--- src/rtl/mips_pkg.sv ---
// mips_pkg
// Shared constants for the multicycle MIPS datapath register bank:
//   - PCSrc encodings driven by the control unit
//   - primary opcodes seen on the OPcode feedback path
//   - bit positions of the instruction fields
//   - a small sign-extension helper for the 16-bit immediate
package mips_pkg;

  // Next-PC select encodings (control PCSrc)
  localparam logic [1:0] PC_ALU    = 2'b00;
  localparam logic [1:0] PC_ALUOUT = 2'b01;
  localparam logic [1:0] PC_JUMP   = 2'b10;
  localparam logic [1:0] PC_HOLD   = 2'b11;

  // Primary opcodes
  localparam logic [5:0] OP_LW    = 6'b100011;
  localparam logic [5:0] OP_SW    = 6'b101011;
  localparam logic [5:0] OP_RTYPE = 6'b000000;
  localparam logic [5:0] OP_BEQ   = 6'b000100;
  localparam logic [5:0] OP_ADDI  = 6'b001000;
  localparam logic [5:0] OP_J     = 6'b000010;
  localparam logic [5:0] OP_ORI   = 6'b001101;
  localparam logic [5:0] OP_XORI  = 6'b001110;
  localparam logic [5:0] OP_SLTI  = 6'b001010;

  // Instruction field bit positions
  localparam int OPCODE_MSB = 31;
  localparam int OPCODE_LSB = 26;
  localparam int RS_MSB     = 25;
  localparam int RS_LSB     = 21;
  localparam int RT_MSB     = 20;
  localparam int RT_LSB     = 16;
  localparam int RD_MSB     = 15;
  localparam int RD_LSB     = 11;
  localparam int FUNCT_MSB  = 5;
  localparam int FUNCT_LSB  = 0;
  localparam int IMM_MSB    = 15;
  localparam int IMM_LSB    = 0;
  localparam int JADDR_MSB  = 25;
  localparam int JADDR_LSB  = 0;

  // Sign-extend a 16-bit immediate to a 32-bit word
  function automatic logic [31:0] signExtend16(input logic [15:0] imm);
    return {{16{imm[15]}}, imm};
  endfunction

endpackage

--- src/rtl/mc_datapath_regs_en_reg.sv ---
// en_reg
// Generic register with asynchronous active-high reset to a programmable
// value and a synchronous load enable. Tie i_en high for a free-running stage.
// Ports:
//   clk  - clock, rising edge
//   rst  - asynchronous reset, active high
//   en   - load enable
//   d    - next value
//   q    - registered value
module en_reg #(
  parameter int              W         = 32,
  parameter logic [W-1:0]    RESET_VAL = '0
) (
  input  logic         clk,
  input  logic         rst,
  input  logic         en,
  input  logic [W-1:0] d,
  output logic [W-1:0] q
);

  logic [W-1:0] r_q;

  // Load d on enabled edges; reset wins immediately without a clock
  always_ff @(posedge clk or posedge rst) begin
    if (rst) begin
      r_q <= RESET_VAL;
    end else if (en) begin
      r_q <= d;
    end
  end

  assign q = r_q;

endmodule

--- src/rtl/mc_datapath_regs.sv ---
// mc_datapath_regs
// Register bank of the multicycle MIPS datapath: PC, IR, MDR, A, B, ALUOut,
// next-PC selection, instruction field extraction, debug counters and a
// sticky misaligned-PC flag.
// Ports:
//   clk, rst                  - clock (rising edge), async active-high reset
//   pc_write, branch, ir_write, pc_src - control unit strobes
//   zero                      - ALU zero flag for the current cycle
//   alu_result, mem_rdata, rd1, rd2    - datapath inputs
//   pc, instr, mdr, a_q, b_q, alu_out  - architectural registers
//   opcode, rs, rt, rd, funct, imm_sext - fields decoded from instr
//   pc_next, pc_en            - combinational next-PC and PC load enable
//   pc_misaligned             - sticky: a PC with [1:0] != 0 was loaded
//   instr_count, cycle_count  - IR loads and cycles since reset
module mc_datapath_regs
  import mips_pkg::*;
#(
  parameter int               WIDTH     = 32,
  parameter logic [WIDTH-1:0] RESET_PC  = 32'h0000_0000,
  parameter int               CNT_WIDTH = 32
) (
  input  logic                 clk,
  input  logic                 rst,
  input  logic                 pc_write,
  input  logic                 branch,
  input  logic                 ir_write,
  input  logic [1:0]           pc_src,
  input  logic                 zero,
  input  logic [WIDTH-1:0]     alu_result,
  input  logic [WIDTH-1:0]     mem_rdata,
  input  logic [WIDTH-1:0]     rd1,
  input  logic [WIDTH-1:0]     rd2,
  output logic [WIDTH-1:0]     pc,
  output logic [WIDTH-1:0]     instr,
  output logic [5:0]           opcode,
  output logic [4:0]           rs,
  output logic [4:0]           rt,
  output logic [4:0]           rd,
  output logic [5:0]           funct,
  output logic [WIDTH-1:0]     imm_sext,
  output logic [WIDTH-1:0]     mdr,
  output logic [WIDTH-1:0]     a_q,
  output logic [WIDTH-1:0]     b_q,
  output logic [WIDTH-1:0]     alu_out,
  output logic [WIDTH-1:0]     pc_next,
  output logic                 pc_en,
  output logic                 pc_misaligned,
  output logic [CNT_WIDTH-1:0] instr_count,
  output logic [CNT_WIDTH-1:0] cycle_count
);

  localparam logic [CNT_WIDTH-1:0] CNT_ONE = 1;

  logic [WIDTH-1:0]     w_pc;
  logic [WIDTH-1:0]     w_instr;
  logic [WIDTH-1:0]     w_aluOut;
  logic [WIDTH-1:0]     w_pcNext;
  logic [WIDTH-1:0]     w_jumpTarget;
  logic                 w_pcEn;
  logic                 r_pcMisaligned;
  logic [CNT_WIDTH-1:0] r_instrCount;
  logic [CNT_WIDTH-1:0] r_cycleCount;

  // Branch only redirects when the ALU compare says equal
  assign w_pcEn = pc_write | (branch & zero);

  // Jump keeps the current PC region and word-aligns the 26-bit target
  assign w_jumpTarget = {w_pc[31:28], w_instr[JADDR_MSB:JADDR_LSB], 2'b00};

  always_comb begin
    w_pcNext = w_pc;
    unique case (pc_src)
      PC_ALU:    w_pcNext = alu_result;
      PC_ALUOUT: w_pcNext = w_aluOut;
      PC_JUMP:   w_pcNext = w_jumpTarget;
      PC_HOLD:   w_pcNext = w_pc;
      default:   w_pcNext = w_pc;
    endcase
  end

  // PC and IR both sample on the same edge during fetch, so IR captures the
  // word addressed by the old PC
  en_reg #(.W(WIDTH), .RESET_VAL(RESET_PC)) u_pcReg (
    .clk(clk), .rst(rst), .en(w_pcEn), .d(w_pcNext), .q(w_pc)
  );

  en_reg #(.W(WIDTH), .RESET_VAL('0)) u_irReg (
    .clk(clk), .rst(rst), .en(ir_write), .d(mem_rdata), .q(w_instr)
  );

  en_reg #(.W(WIDTH), .RESET_VAL('0)) u_mdrReg (
    .clk(clk), .rst(rst), .en(1'b1), .d(mem_rdata), .q(mdr)
  );

  en_reg #(.W(WIDTH), .RESET_VAL('0)) u_aReg (
    .clk(clk), .rst(rst), .en(1'b1), .d(rd1), .q(a_q)
  );

  en_reg #(.W(WIDTH), .RESET_VAL('0)) u_bReg (
    .clk(clk), .rst(rst), .en(1'b1), .d(rd2), .q(b_q)
  );

  en_reg #(.W(WIDTH), .RESET_VAL('0)) u_aluOutReg (
    .clk(clk), .rst(rst), .en(1'b1), .d(alu_result), .q(w_aluOut)
  );

  // Debug state: the misaligned flag is sticky until reset, and the PC still
  // takes the misaligned value since there is no trap path
  always_ff @(posedge clk or posedge rst) begin
    if (rst) begin
      r_pcMisaligned <= 1'b0;
      r_instrCount   <= '0;
      r_cycleCount   <= '0;
    end else begin
      r_cycleCount <= r_cycleCount + CNT_ONE;
      if (ir_write) begin
        r_instrCount <= r_instrCount + CNT_ONE;
      end
      if (w_pcEn && (w_pcNext[1:0] != 2'b00)) begin
        r_pcMisaligned <= 1'b1;
      end
    end
  end

  assign pc            = w_pc;
  assign instr         = w_instr;
  assign alu_out       = w_aluOut;
  assign pc_next       = w_pcNext;
  assign pc_en         = w_pcEn;
  assign pc_misaligned = r_pcMisaligned;
  assign instr_count   = r_instrCount;
  assign cycle_count   = r_cycleCount;

  assign opcode   = w_instr[OPCODE_MSB:OPCODE_LSB];
  assign rs       = w_instr[RS_MSB:RS_LSB];
  assign rt       = w_instr[RT_MSB:RT_LSB];
  assign rd       = w_instr[RD_MSB:RD_LSB];
  assign funct    = w_instr[FUNCT_MSB:FUNCT_LSB];
  assign imm_sext = signExtend16(w_instr[IMM_MSB:IMM_LSB]);

endmodule

--- config.mk ---
export PLATFORM = sky130hd
export DESIGN_NAME = mc_datapath_regs
export DESIGN_NICKNAME = d
export VERILOG_FILES = /design/src/rtl/mips_pkg.sv /design/src/rtl/mc_datapath_regs_en_reg.sv /design/src/rtl/mc_datapath_regs.sv
export SDC_FILE = /design/constraint.sdc
export NUM_CORES = 1
export LEC_CHECK = 0
export BUFFER_PORTS_ARGS = -buffer_cell sky130_fd_sc_hd__buf_2
export CORE_AREA = 2 2 190 192
export DETAILED_ROUTE_END_ITERATION = 16
export DIE_AREA = 0 0 192 194
export SLEW_MARGIN = 25
export SYNTH_ARGS = -nofsm -noshare
export SYNTH_HDL_FRONTEND = slang
export SYNTH_SLANG_ARGS = --single-unit
--- constraint.sdc ---
create_clock -name clk -period 7.55 [get_ports clk]
set_input_delay 0.755 -clock clk [delete_from_list [all_inputs] [get_ports clk]]
set_output_delay 0.755 -clock clk [all_outputs]
set_load 0.01 [all_outputs]
### Word level (Yosys, flattened, before mapping)

Index checks and enable logic that the tools add are counted.
Widths: inputs -> output; s select.

| storage, ports and cells | value |
|---|---|
| register bits after elaboration | 257 |
| bits of input ports | 136 |
| output and inout port bits | 349 |

| cells by class | value |
|---|---|
| add/sub/neg operators | 2 |
| equality and inequality tests | 3 |
| multiplexer cells | 1 |
| bitwise operators | 2 |
| reduce and logical (&&, ||, !) cells | 3 |

Operator list:

| cell | count |
|---|---|
| $pmux 32 s4 | 1 |
| $add 32x1->32 const B | 2 |
| $eq 2x2->1 const B | 2 |
| $eq 2x1->1 const B | 1 |
| $logic_not 2->1 | 1 |
| $reduce_bool 2->1 | 1 |
| $and 1x1->1 | 1 |
| $logic_and 1x1->1 | 1 |
| $or 1x1->1 | 1 |

### Depth between registers and ports, before layout

| logic depth | value |
|---|---|
| depth in word-level cells | 4 |
| depth in mapped cells | 6 |
| gate-level depth less buffers | 5 |

### Hierarchy

From an unflattened synthesis, not the netlist that was laid out.

| second synthesis, totals | value |
|---|---|
| cells, all modules | 774 |
| area total of the unflattened synthesis | 12,184.2 um^2 |

Modules (own cells, without submodules):

| module | times used | cells each | area an instance (um^2) | sequential area each (um^2) |
|---|---|---|---|---|
| en_reg | 6 | 69 | 1,348.8 | 800.8 |
| mc_datapath_regs | 1 | 360 | 4,091.4 | 1,626.6 |

### Least setup slack after synthesis

OpenSTA, ideal clock, no wires.

| path | value |
|---|---|
| path type | input port to output port |
| from | input pc_src[0] |
| to | output pc_next[20] |
| data arrival time | 1.739 ns |
| slack | 5.056 ns |
| stages on the path | 3 |
| path buffers | 2 |
| path through | buf_2 > buf_2 > mux4_2 |

| between the ends | value |
|---|---|
| word-level cells in the longest chain between the ends | 2 |
| elaborated cells between the ends (all ways) | 5 |

RTL lines:

| element | RTL line | text |
|---|---|---|
| start, declared | mc_datapath_regs.sv:27 | `input logic [1:0] pc_src,` |
| $eq 2x2->1 (tied with other cells) | mc_datapath_regs.sv:72 | `unique case (pc_src)` |
| $pmux 32 s4 (*) | mc_datapath_regs.sv:72 |  |
| end, declared | mc_datapath_regs.sv:45 | `output logic [WIDTH-1:0] pc_next,` |

Every way passes the cells marked *; elsewhere a longest branch is shown, timed or not.

### Worst setup path in the final report

| path | value |
|---|---|
| from | input pc_src[1] |
| to | output pc_next[1] |

The elaborated chain is that of the path after synthesis.

==> impl_metrics.yaml <==
grt:
  grt_use_total_pct: 15.1
  grt_pass1_wl_um: 42800
  antenna_found_initial: 4
  grt_pass1_vias: 6692
  overflow: 0
  grt_max_degree: 166
clocking:
  clock-sinks: 257
  h-tree-depth: 1
  cts_made_buffers: 29
  cts_tree: "done"
  post_cts_buffers: 0
  cts-resized-gates: 0
  cts_buffer_depth: 3
  cts.reportedPaths.clkPinSlew_ns: 0.06
  hold_buffers: 0
  root_buffer: "clkbuf_16"
  clk_latency_ns: 0.55
power:
  vdd_ir_drop_max_uv: 176
  switching_share_pct: 26.8
  seq_power_share_pct: 45.6
  p_per_area_nw_per_um2: 261
  p_comb_share_pct: 14.2
  cellInternalPower_mw: 2.52
  leakagePower_nw: 6.55
  net-switching-power_mw: 0.922
  clockPowerShare_pct: 40.1
floorplanning:
  io_pins: 485
  initial_core_util_pct: 27.4
  die_x_um: 192
  core.rowCount: 69
  die_area_um2: 37200
  core_area_um2: 35200
  die_y_um: 194
critical_path:
  required_ns: 6.80
  crit_chain: "buf_2 -> mux2_2 -> a22o_1 -> buf_2"
  worstSetupEndpointType: "primary output"
  crit_fanout: 37
  cp.arrival_ns: 2.37
  cp_common_cell: "buf_2"
  worstSetupPathType: "input pin to primary output"
  startpoint_type: "input pin"
  crit_path_top_delay_cell: "buf_2"
  cpPeakStageDelay_ns: 0.79
yosys:
  synth_seq_cells: 257
  netlist_instances: 619
  synthFlopType: "dfrtp_1"
  synthAdderAreaFrac_pct: 0.259
  yosys.area_share.simple_pct: 6.85
  ys_async_sr_fraction_pct: 100
  synth_compound_area_share_pct: 0.531
  syn-cell-area_um2: 9660
  yosys_warnings: 0
  synth_top_family_by_area: "multiplexers"
  ys_types: 32
  yosysSeqAreaShare_pct: 66.6
  synth-edff-count: 0
  synth.area.mux_share_pct: 14.3
  synthXorXnorAreaFrac_pct: 5.53
  syn_area_per_cell_um2: 15.6
  synth_fp_nets: 757
detailed_routing:
  drtIter0Drc: 215
  wl_um: 29200
  wl_per_cell_um: 18.8
  drtAntennaViolNets: 0
  drt-pass1-iter-count: 4
  viasPerCell: 4.36
  route.vias.total: 6749
  drc: 0
timing:
  drv_slew: 0
  setup_viol: 0
  slew-limit-headroom_pct: 29.3
  tightest_slew_ns: 1.06
  timing.final.crit_share_pct: 41.5
  fin_skew_ns: 0.00993
  rsz0062_at_grt: "no"
  hold_viol: 0
  fin_setup_tns_ns: 0
  fin_crit_ns: 3.13
  timing.fmax_ghz: 0.320
final_layout:
  final_area_um2: 13200
  nNetsFinal: 1202
  finalNonFillerCells: 1549
  seqCellArea_um2: 6430
  multi_input_area_um2: 2670
  fillers: 3463
  drive_gt1_share_pct: 59.8
  area_delta_synth_final_pct: 36.5
placed_design:
  place_congestion: 0.870
  place_hpwl_um: 21500
  post_dp_cell_area_um2: 12200
  placed_cells: 1493
  port_buffers: 484
outcome:
  status: "complete, no violations"
hold_path:
  hold_path.class: "input pin to async pin"
job:
  cap_viol_max_count: 0
through the flow:
stage | utilization (%) | setup slack, ns | hold slack, ns | total power, mW
2_1_floorplan | - | 3.41 | 0.504 | 1.86
3_3_place_gp | 34.6 | 4.45 | 0.450 | 2.09
3_5_place_dp | 34.6 | 4.44 | 0.452 | 2.09
4_1_cts | 37.3 | 4.43 | 0.231 | 3.50
5_1_grt | 37.4 | 4.39 | 0.263 | 3.62
6_report | 37.4 | 4.42 | 0.240 | 3.44
layout by cell type (no fill, tap or decap), types with 2 or more instances in the layout:
cell type	n
buf_2	484
dfrtp_1	257
mux2_2	67
xnor2_1	41
clkbuf_16	29
mux4_2	26
nand3_1	22
nand2_1	21
xor2_1	20
nand4_1	13
and3_1	10
nor4_2	9
nor2_1	8
inv_1	7
and4_1	7
clkbuf_8	7
clkinv_2	7
nor3_1	6
o21ai_0	5
clkbuf_1	5
buf_4	5
mux2i_1	4
nand3_2	3
a22o_1	2
nor4_1	2
and2_1	2
clkinvlp_4	2
ha_1	2
inv_6	2
clkinv_4	2
critical path, delay by kind of cell:
family | cells | cell delay (ns)
multiplexers | 1 | 0.43
AO/OA/AOI/OAI | 1 | 0.25
buffers and inverters | 2 | 0.93
worst paths after layout:
path	start	to	slack [ns]	cells past startpoint
setup / recovery	pc_src[1]	pc_next[1]	4.42	4
hold / removal	rst	u_aReg.q[8]	0.24	2
setup reg to reg	instr_count[18]	instr_count[30]	5.58	4
hold reg to reg	pc_misaligned	pc_misaligned	0.47	1
max in group asynchronous	rst	u_pcReg.q[3]	6.04	4
min in group clk	rd1[3]	u_aReg.q[3]	0.31	1
flip-flops by register name, indices dropped and copies added (netlist names):
| name | count |
|---|---|
| cycle_count | 32 |
| u_irReg.q | 32 |
| u_pcReg.q | 32 |
| pc_misaligned | 1 |
| u_aluOutReg.q | 32 |
| u_bReg.q | 32 |
| u_aReg.q | 32 |
| u_mdrReg.q | 32 |
| instr_count | 32 |
synth_stat cells, types with 9 or more instances:
library cell  instances  area share [%]
buf_4                61             4.7
mux4_2               26             6.1
mux2_2               67             7.8
nand2_1              21            0.82
dfrtp_1             257              67
nor4_2                9             1.2
buf_2                 9            0.47
xor2_1               20             1.8
xnor2_1              41             3.7
nand4_1              13            0.84
and3_1               10            0.65
nand3_1              22             1.1
layer usage:
layer | wire length, um | part of all wire (%) | track usage [%] | vias up
met1 | 11900 | 41 | 19.2 | 3416
met4 | 550 | 1.9 | 3.90 | 4
met3 | 2410 | 8.3 | 4.07 | 44
met2 | 14200 | 49 | 25.4 | 284
li1 | - | - | - | 3001
met5 | 26 | 0.089 | 0 | -
cell families after synthesis:
logic type,count (synthesis)
xor+xnor,61
fa+ha+maj,2
buf+inv,87
compound gates,8
mux,97
simple gates,107
flops,257
cell type report:
type / instances / area share, %
diodes: 1 / 0.0190
well taps: 461 / 4.38
multi-input cells: 275 / 20.2
inverters: 9 / 0.285
repair buffers: 492 / 19.1
clock buffers: 41 / 6.38
flip-flops and latches: 257 / 48.8
clock inverters: 13 / 0.816
power by group through the flow:
stage               Clock (mW)  Sequential [mW]  Combinational [mW]
CTS                       1.43             1.57               0.498
floorplan                    0             1.63               0.234
finish                    1.38             1.57               0.490
detailed placement           0             1.60               0.496
global route              1.50             1.59               0.533
global placement             0             1.60               0.491
(Power assumes the default switching activity.)
